<file path="config.mk">
export PLATFORM = sky130hd
export DESIGN_NAME = uart_tx
export DESIGN_NICKNAME = d
export VERILOG_FILES = /design/src/rtl/uart_tx.sv
export SDC_FILE = /design/constraint.sdc
export NUM_CORES = 1
export LEC_CHECK = 0
export CORE_MARGIN = 8
export CORE_UTILIZATION = 34
export DETAILED_ROUTE_END_ITERATION = 16
export PLACE_DENSITY_LB_ADDON = 0.2
export SYNTH_ARGS = -nofsm -noshare
export SYNTH_HDL_FRONTEND = slang
export SYNTH_SLANG_ARGS = --single-unit
</file>
<file path="constraint.sdc">
create_clock -name i_clk -period 2.3 [get_ports i_clk]
set_input_delay 0.23 -clock i_clk [delete_from_list [all_inputs] [get_ports i_clk]]
set_output_delay 0.23 -clock i_clk [all_outputs]
set_load 0.02 [all_outputs]
</file>
<file path="src/rtl/uart_tx.sv">
// UART transmitter: 8N1 or 8E1 framing, registered serial output.
// One byte in flight; requests while busy are dropped.
module uart_tx #(
    parameter int CLKS_PER_BIT = 217,
    parameter bit PARITY_EN    = 1'b0
) (
    input  logic       i_clk,
    input  logic       i_rst_n,
    input  logic       i_tx_dv,
    input  logic [7:0] i_tx_byte,
    output logic       o_tx_ready,
    output logic       o_tx_serial,
    output logic       o_tx_active,
    output logic       o_tx_done
);

    localparam int CW = (CLKS_PER_BIT > 1) ? $clog2(CLKS_PER_BIT) : 1;
    localparam logic [CW-1:0] CNT_LAST = CW'(CLKS_PER_BIT - 1);

    typedef enum logic [2:0] {
        IDLE          = 3'd0,
        TX_START_BIT  = 3'd1,
        TX_DATA_BITS  = 3'd2,
        TX_PARITY_BIT = 3'd3,
        TX_STOP_BIT   = 3'd4,
        CLEANUP       = 3'd5
    } state_t;

    state_t        state_q, state_d;
    logic [CW-1:0] cnt_q, cnt_d;
    logic [2:0]    idx_q, idx_d;
    logic [2:0]    idx_inc;
    logic [7:0]    data_q, data_d;
    logic          serial_q, serial_d;
    logic          bit_end;

    assign bit_end = (cnt_q == CNT_LAST);
    assign idx_inc = idx_q + 3'd1;

    always_ff @(posedge i_clk or negedge i_rst_n) begin
        if (!i_rst_n) begin
            state_q  <= IDLE;
            cnt_q    <= '0;
            idx_q    <= '0;
            data_q   <= '0;
            serial_q <= 1'b1;
        end else begin
            state_q  <= state_d;
            cnt_q    <= cnt_d;
            idx_q    <= idx_d;
            data_q   <= data_d;
            serial_q <= serial_d;
        end
    end

    // serial_d is the line value for the state being entered
    always_comb begin
        state_d  = state_q;
        cnt_d    = cnt_q;
        idx_d    = idx_q;
        data_d   = data_q;
        serial_d = serial_q;
        case (state_q)
            IDLE: begin
                serial_d = 1'b1;
                cnt_d    = '0;
                idx_d    = '0;
                if (i_tx_dv) begin
                    data_d   = i_tx_byte;
                    serial_d = 1'b0;
                    state_d  = TX_START_BIT;
                end
            end
            TX_START_BIT: begin
                if (bit_end) begin
                    cnt_d    = '0;
                    idx_d    = '0;
                    serial_d = data_q[0];
                    state_d  = TX_DATA_BITS;
                end else begin
                    cnt_d = cnt_q + CW'(1);
                end
            end
            TX_DATA_BITS: begin
                if (bit_end) begin
                    cnt_d = '0;
                    if (idx_q == 3'd7) begin
                        idx_d = '0;
                        if (PARITY_EN) begin
                            serial_d = ^data_q;
                            state_d  = TX_PARITY_BIT;
                        end else begin
                            serial_d = 1'b1;
                            state_d  = TX_STOP_BIT;
                        end
                    end else begin
                        idx_d    = idx_inc;
                        serial_d = data_q[idx_inc];
                    end
                end else begin
                    cnt_d = cnt_q + CW'(1);
                end
            end
            TX_PARITY_BIT: begin
                if (bit_end) begin
                    cnt_d    = '0;
                    serial_d = 1'b1;
                    state_d  = TX_STOP_BIT;
                end else begin
                    cnt_d = cnt_q + CW'(1);
                end
            end
            TX_STOP_BIT: begin
                if (bit_end) begin
                    cnt_d    = '0;
                    serial_d = 1'b1;
                    state_d  = CLEANUP;
                end else begin
                    cnt_d = cnt_q + CW'(1);
                end
            end
            CLEANUP: begin
                serial_d = 1'b1;
                state_d  = IDLE;
            end
            default: begin
                cnt_d    = '0;
                idx_d    = '0;
                serial_d = 1'b1;
                state_d  = IDLE;
            end
        endcase
    end

    assign o_tx_serial = serial_q;
    assign o_tx_ready  = (state_q == IDLE);
    assign o_tx_done   = (state_q == CLEANUP);
    assign o_tx_active = (state_q == TX_START_BIT)  ||
                         (state_q == TX_DATA_BITS)  ||
                         (state_q == TX_PARITY_BIT) ||
                         (state_q == TX_STOP_BIT);

endmodule

</file>
==> flow_summary_export.csv, run 1 <==
group,metric,value,unit
setup_path,start_kind,"flip-flop",
placed_design,gp_congestion,0.844,
timing,worst_slew_pin_slew,0.549,ns
finish,finalNetCount,147,
timing,rsz0062_at_grt,"no",
synth,synthesis.nets,132,
global_routing,grt_pass1_vias,924,
outcome,outcome,"finished clean",
synth,synth_edf_count,0,
power,leakage,0.657,nW
timing,fin_crit,2.16,ns
power,swShare,20.6,%
synth,async_flop_share,100,%
floorplan,start_util,35.7,%
global_routing,antenna_found_initial,0,
power,vdd_drop_max,0.000174,V
setup_path,end_kind,"output pin",
synth,synth-compound-area-share,12.2,%
clock_network,clk_pin_slew,0.09,ns
clock_network,post-cts-setup-buffer-count,0,
min_path,hp-class,"input pin to asynchronous set/reset pin",
detailed_routing,drc,0,
setup_path,path_max_fanout,15,
synth,synth.area.mux_share,12.3,%
placed_design,dp.cells,175,
power,p_sw,0.140,mW
power,p_seq_share,59.3,%
timing,whs,0.307,ns
floorplan,fp-row-count,22,
clock_network,cts_buffers,3,
synth,synthFlopType,"dfrtp_1",
floorplan,die-area,6160,um^2
clock_network,ctsLongestPathBuffers,2,
timing,fin_tns_setup,0,ns
floorplan,core_area,3720,um^2
power,p_comb_share,3.9,%
setup_path,r2r_slack,0.46,ns
finish,final_cells,179,
floorplan,io_pins,15,
clock_network,clock_sinks,23,
power,pwr-share-clk,36.8,%
detailed_routing,via_per_inst,5.15,
synth,synth_xor_area_share,3.86,%
setup_path,crit_path_start,"state_q[2]",
clock_network,clock_latency,0.27,ns
finish,syn2layout_area_growth,15.8,%
detailed_routing,ant_nets,0,
synth,synth.distinct_cells,50,
synth,synth_fa_ha_area_share,4.62,%
setup_path,crit_required,2.07,ns
power,finalPower,0.681,mW
placed_design,portBuffers,14,
run,drv_cap,0,
finish,drive_above_1_share,15.3,%
synth,syn_area,1330,um^2
synth,synth-simple-area-share,17.5,%
timing,setup_viol_count_final,0,
synth,syn_area_per_cell,11.3,um^2
power,powerDensity,443,nW/um^2
setup_path,timing.rr.start,"cnt_q[0]",
clock_network,ctsRootBufferMaster,"clkbuf_8",
global_routing,grt_usage,8.90,%
global_routing,grt_pass1_wl,4450,um
timing,slew_viol_final,0,
global_routing,grt_max_degree,24,
detailed_routing,post_drt_wl_per_cell,13.9,um
clock_network,cts-resized-gates,0,
placed_design,dp_hpwl,1880,um
placed_design,place_ws,0.423,ns
detailed_routing,drtIter0Drc,77,
setup_path,critPathKind,"flip-flop to output pin",
detailed_routing,drt_pre_antenna_iters,4,
synth,synth_seq_cells,23,
finish,n_antenna_cell,0,
synth,synth_top_family_by_area,"simple AND/OR/NAND/NOR gates",
detailed_routing,via_count,921,
floorplan,die_h,78.5,um
clock_network,htree_num_levels,1,
timing,slew_headroom,63.4,%
clock_network,cts_tree,"done",
synth,syn_inst,117,
timing,final.setup.worst_slack,0.140,ns
floorplan,die_w,78.5,um
setup_path,worstPathArrival,1.93,ns
timing,hold_viol_final,0,
timing,fin_skew,0.00753,ns
global_routing,grt.overflow.total,0,
timing,min_period_over_period,93.9,%
synth,yosysWarnings,0,
clock_network,ctsHoldBuffers,0,
power,internal_power,0.541,mW
synth,yosysSeqAreaShare,43.4,%
timing,max_freq,463,MHz
detailed_routing,totalWireLength,2500,um
finish,fillers,373,
==> final timing paths <==
path / to / cells after the start
worst max-delay path: o_tx_done / 3
worst min-delay path: idx_q[2] / 2
worst max register to register: idx_q[2] / 6
worst min register to register: data_q[4] / 1
max in group asynchronous: o_tx_serial / 2
min in group i_clk: data_q[4] / 1
==> cell usage after synthesis (all sizes together), types with 2 or more instances <==
cell type	number	area share, %
mux4	2	4.0
xor2	3	2.5
nor2	5	1.6
nand2	9	2.5
nor3	5	1.9
buf	5	3.3
o311ai	2	2.5
nand4b	2	1.3
o211ai	2	1.1
xnor2	2	1.3
nand3b	2	2.1
inv	9	2.7
ha	4	3.8
o21ai	6	2.5
and2	2	0.94
dfrtp	22	41
a21oi	6	2.5
mux2	9	7.6
==> area by class of cell <==
| class | instances | area (um^2) | share of cell area (%) |
|---|---|---|---|
| clock buffers | 3 | 41.3 | 2.69 |
| clock inverters | 1 | 5.00 | 0.325 |
| inverters | 9 | 36.3 | 2.36 |
| multi-input cells | 80 | 671 | 43.6 |
| flip-flops and latches | 23 | 577 | 37.5 |
| well taps | 48 | 60.1 | 3.91 |
| repair buffers | 15 | 148 | 9.60 |
==> kinds of logic (layout without fill, tap and decap cells) <==
logic type | Yosys count | count (layout)
adders and majority gates | 5 | 5
AOI/OAI and AO/OA | 22 | 22
xor gates and xnor gates | 5 | 5
muxes | 12 | 12
and+or+nand+nor | 36 | 36
buffers and inverters | 14 | 28
DFF | 23 | 23
==> state kept, by name (all words and copies together), names as in the netlist <==
name,flops
idx_q,3
state_q,3
data_q,8
o_tx_serial,1
cnt_q,8
==> stage by stage <==
step           instance area (um^2)  util [%]
6_report                       1540      41.4
5_1_grt                        1540      41.4
4_1_cts                        1540      41.4
3_5_place_dp                   1490      40.1
3_3_place_gp                   1490      40.1
2_1_floorplan                  1330         -
==> power by group through the flow <==
| stage | combinational [mW] | clock (mW) | sequential [mW] |
|---|---|---|---|
| CTS | 0.0275 | 0.263 | 0.404 |
| floorplan | 0.000142 | 0 | 0.412 |
| detailed placement | 0.0274 | 0 | 0.412 |
| finish | 0.0262 | 0.251 | 0.404 |
| global placement | 0.0272 | 0 | 0.412 |
| global route | 0.0298 | 0.282 | 0.404 |
==> per-layer routing <==
metal / global-route usage [%] / part of all wire (%) / vias to the layer above
li1: - / - / 449
met1: 12.2 / 51 / 457
met2: 12.3 / 43 / 13
met3: 3.19 / 5.2 / 2
met4: 3.52 / 0.76 / 0
met5: 0 / 0 / -
==> critical path, cell delays in order, from the launching register on <==
cell	delay (ns)
dfrtp_1	0.69
nand3b_4	0.23
inv_4	0.14
clkdlybuf4s50_1	0.61
==> placed cells by master (no fill, tap or decap), drive strengths merged, types with 2 or more instances in the layout <==
master | synthesis | layout
nor3 | 5 | 5
a21oi | 6 | 6
nand3b | 2 | 2
nor2 | 5 | 5
inv | 9 | 9
mux4 | 2 | 2
mux2 | 9 | 9
clkbuf | 0 | 3
dfrtp | 22 | 22
o311ai | 2 | 2
o21ai | 6 | 6
ha | 4 | 4
xnor2 | 2 | 2
clkdlybuf4s50 | 0 | 14
nand4b | 2 | 2
nand2 | 9 | 9
o211ai | 2 | 2
xor2 | 3 | 3
and2 | 2 | 2
Note: power is estimated with default switching activity, not from simulation.
==> run 2, diff against run 1 <==
SKIP_LAST_GASP = 1   (was not set)
==> results of run 2 <==
The final DEF is identical to that of run 1; final timing and power are the same.
==> run 3, diff against run 2 <==
clock period = 2 ns   (was 2.3 ns; I/O delays follow)
==> run 3 against run 2 <==
  * Cell area grew 2.3%
  * Highest routed layer unchanged
  * Routed wire length grew 4.3%
  * First-iteration DRC count shrank 64%
  * Clock skew shrank 0.0043 ns
  * Global-route usage grew 0.19 points
  * Largest cell class unchanged
  * Combinational power grew 14%
  * Clock power grew 14%
  * Sequential share of layout area shrank 0.76 points
  * Cell count grew 2.2%
  * Die area is the same
  * Critical path depth grew 1
==> flow_summary_export.csv, run 3 (synthesized netlist as in run 1, its figures left out) <==
group,metric,value,unit
timing,slew_headroom,72.5,%
clock_network,cts_tree,"done",
power,leakage,0.711,nW
timing,slew_viol_final,0,
setup_path,endpoint,"o_tx_active",
floorplan,core_area,3720,um^2
clock_network,htree_num_levels,1,
timing,min_period_over_period,94.1,%
timing,setup_viol_count_final,0,
finish,n_antenna_cell,0,
setup_path,cpPeakStageDelay,0.53,ns
power,powerDensity,495,nW/um^2
floorplan,fp-row-count,22,
global_routing,antenna_found_initial,0,
setup_path,crit_path_start,"state_q[1]",
timing,whs,0.283,ns
timing,worst_slew_pin_slew,0.413,ns
setup_path,worstPathArrival,1.68,ns
timing,fin_skew,0.00326,ns
setup_path,cp_cell_sequence,"nor2_2 -> xor2_2 -> inv_1 -> clkdlybuf4s50_1",
detailed_routing,totalWireLength,2600,um
setup_path,critPathKind,"flip-flop to output pin",
placed_design,place_ws,0.219,ns
finish,post-route-util,42.3,%
timing,final.setup.worst_slack,0.118,ns
placed_design,portBuffers,14,
finish,final_cell_mix,"dfrtp_1 (21), clkdlybuf4s50_1 (12), nand2_1 (9)",
finish,design_area,1570,um^2
global_routing,grt.overflow.total,0,
setup_path,end_kind,"output pin",
floorplan,die-area,6160,um^2
detailed_routing,via_per_inst,5.11,
detailed_routing,drc,0,
clock_network,clock_latency,0.26,ns
floorplan,io_pins,15,
timing,max_freq,531,MHz
setup_path,regToRegEndpoint,"data_q[2]",
setup_path,crit_required,1.80,ns
clock_network,clock_sinks,23,
min_path,hp-class,"input pin to asynchronous set/reset pin",
placed_design,placed_area,1510,um^2
clock_network,ctsRootBufferMaster,"clkbuf_8",
floorplan,die_h,78.5,um
clock_network,ctsLongestPathBuffers,2,
timing,rsz0062_at_grt,"no",
setup_path,r2r_slack,0.27,ns
detailed_routing,ant_nets,0,
placed_design,dp_hpwl,1980,um
detailed_routing,drt_pre_antenna_iters,4,
detailed_routing,post_drt_wl_per_cell,14.2,um
clock_network,clk_pin_slew,0.08,ns
outcome,outcome,"finished clean",
timing,fin_tns_setup,0,ns
timing,hold_viol_final,0,
setup_path,start_kind,"flip-flop",
global_routing,grt_pass1_wl,4540,um
setup_path,worst_path_max_delay_cell,"clkdlybuf4s50_1",
clock_network,ctsHoldBuffers,0,
finish,reg_top3,"cnt_q: 8 flops, data_q: 8 flops",
detailed_routing,drtIter0Drc,28,
finish,fillers,360,
finish,finalNetCount,151,
clock_network,cts_buffers,3,
setup_path,path_delay_family,"buffers and inverters",
run,drv_cap,0,
finish,syn2layout_area_growth,18.5,%
power,vdd_drop_max,0.000237,V
floorplan,die_w,78.5,um
global_routing,grt_usage,9.10,%
setup_path,path_buf_inv,2,
setup_path,ff2ff_path_depth,4,
finish,final_common_cell,"dfrtp_1",
global_routing,grt_pass1_vias,972,
finish,drive_above_1_share,17.8,%
setup_path,path_max_fanout,8,
timing,fin_crit,1.88,ns
setup_path,cp.depth,4,
placed_design,gp_congestion,0.778,
detailed_routing,via_count,936,
floorplan,start_util,35.7,%
global_routing,grt_max_degree,24,
setup_path,timing.rr.start,"state_q[0]",
[run 3: changes by cell type in the layout (fill, tap and decap cells not counted), sizes merged]
cell           change
clkdlybuf4s50      -2
dlymetal6s2s       +2
clkbuf             +1
clkinv             -1
buf                +4
[run 3: cell type report]
type                       count  area [um^2]  share of cell area, %
clock buffer                   4         45.0                   2.86
tap                           48         60.1                   3.82
sequential                    23          578                   36.8
inverter                       9         36.3                   2.31
multi-input combinational     80          671                   42.6
timing repair buffer          19          183                   11.6
[run 3: worst min-delay path by stage]
stage	slack, ns	startpoint	depth (start not counted)	to
5_1_grt	0.32	i_rst_n	2	idx_q[2]
3_5_place_dp	0.48	data_q[4]	1	data_q[4]
6_report	0.28	i_rst_n	2	state_q[0]
3_3_place_gp	0.48	data_q[3]	1	data_q[3]
4_1_cts	0.30	i_rst_n	2	cnt_q[7]
2_1_floorplan	-0.1	i_rst_n	0	cnt_q[0]
[run 3: routing by layer]
| layer | vias up | part of all wire (%) | wire length, um | GRT usage (%) |
|---|---|---|---|---|
| met5 | - | 0 | 0 | 0 |
| met4 | 0 | 1.6 | 42 | 3.89 |
| met2 | 13 | 47 | 1210 | 14.4 |
| li1 | 459 | - | - | - |
| met1 | 460 | 47 | 1240 | 11.2 |
| met3 | 4 | 4.3 | 111 | 2.73 |
[run 3: what timing repair did]
action	CTS	global route
buffers inserted	1	0
endpoints found under the setup margin	1	2
gates resized for setup	0	3
[run 3: power breakdown]
part	leakage (nW)	internal [mW]	switching [mW]	total, mW
Clock	0.0228	0.142	0.143	0.285
Combinational	0.392	0.0183	0.0115	0.0298
Sequential	0.297	0.465	0	0.465
Total	0.711	0.625	0.154	0.779
[run 3: stage by stage]
stage | total power [mW] | cells
final | 0.779 | 183
after global routing | 0.815 | 183
after global placement | 0.505 | 178
after floorplan | 0.474 | 117
after CTS | 0.797 | 183
after detailed placement | 0.505 | 178
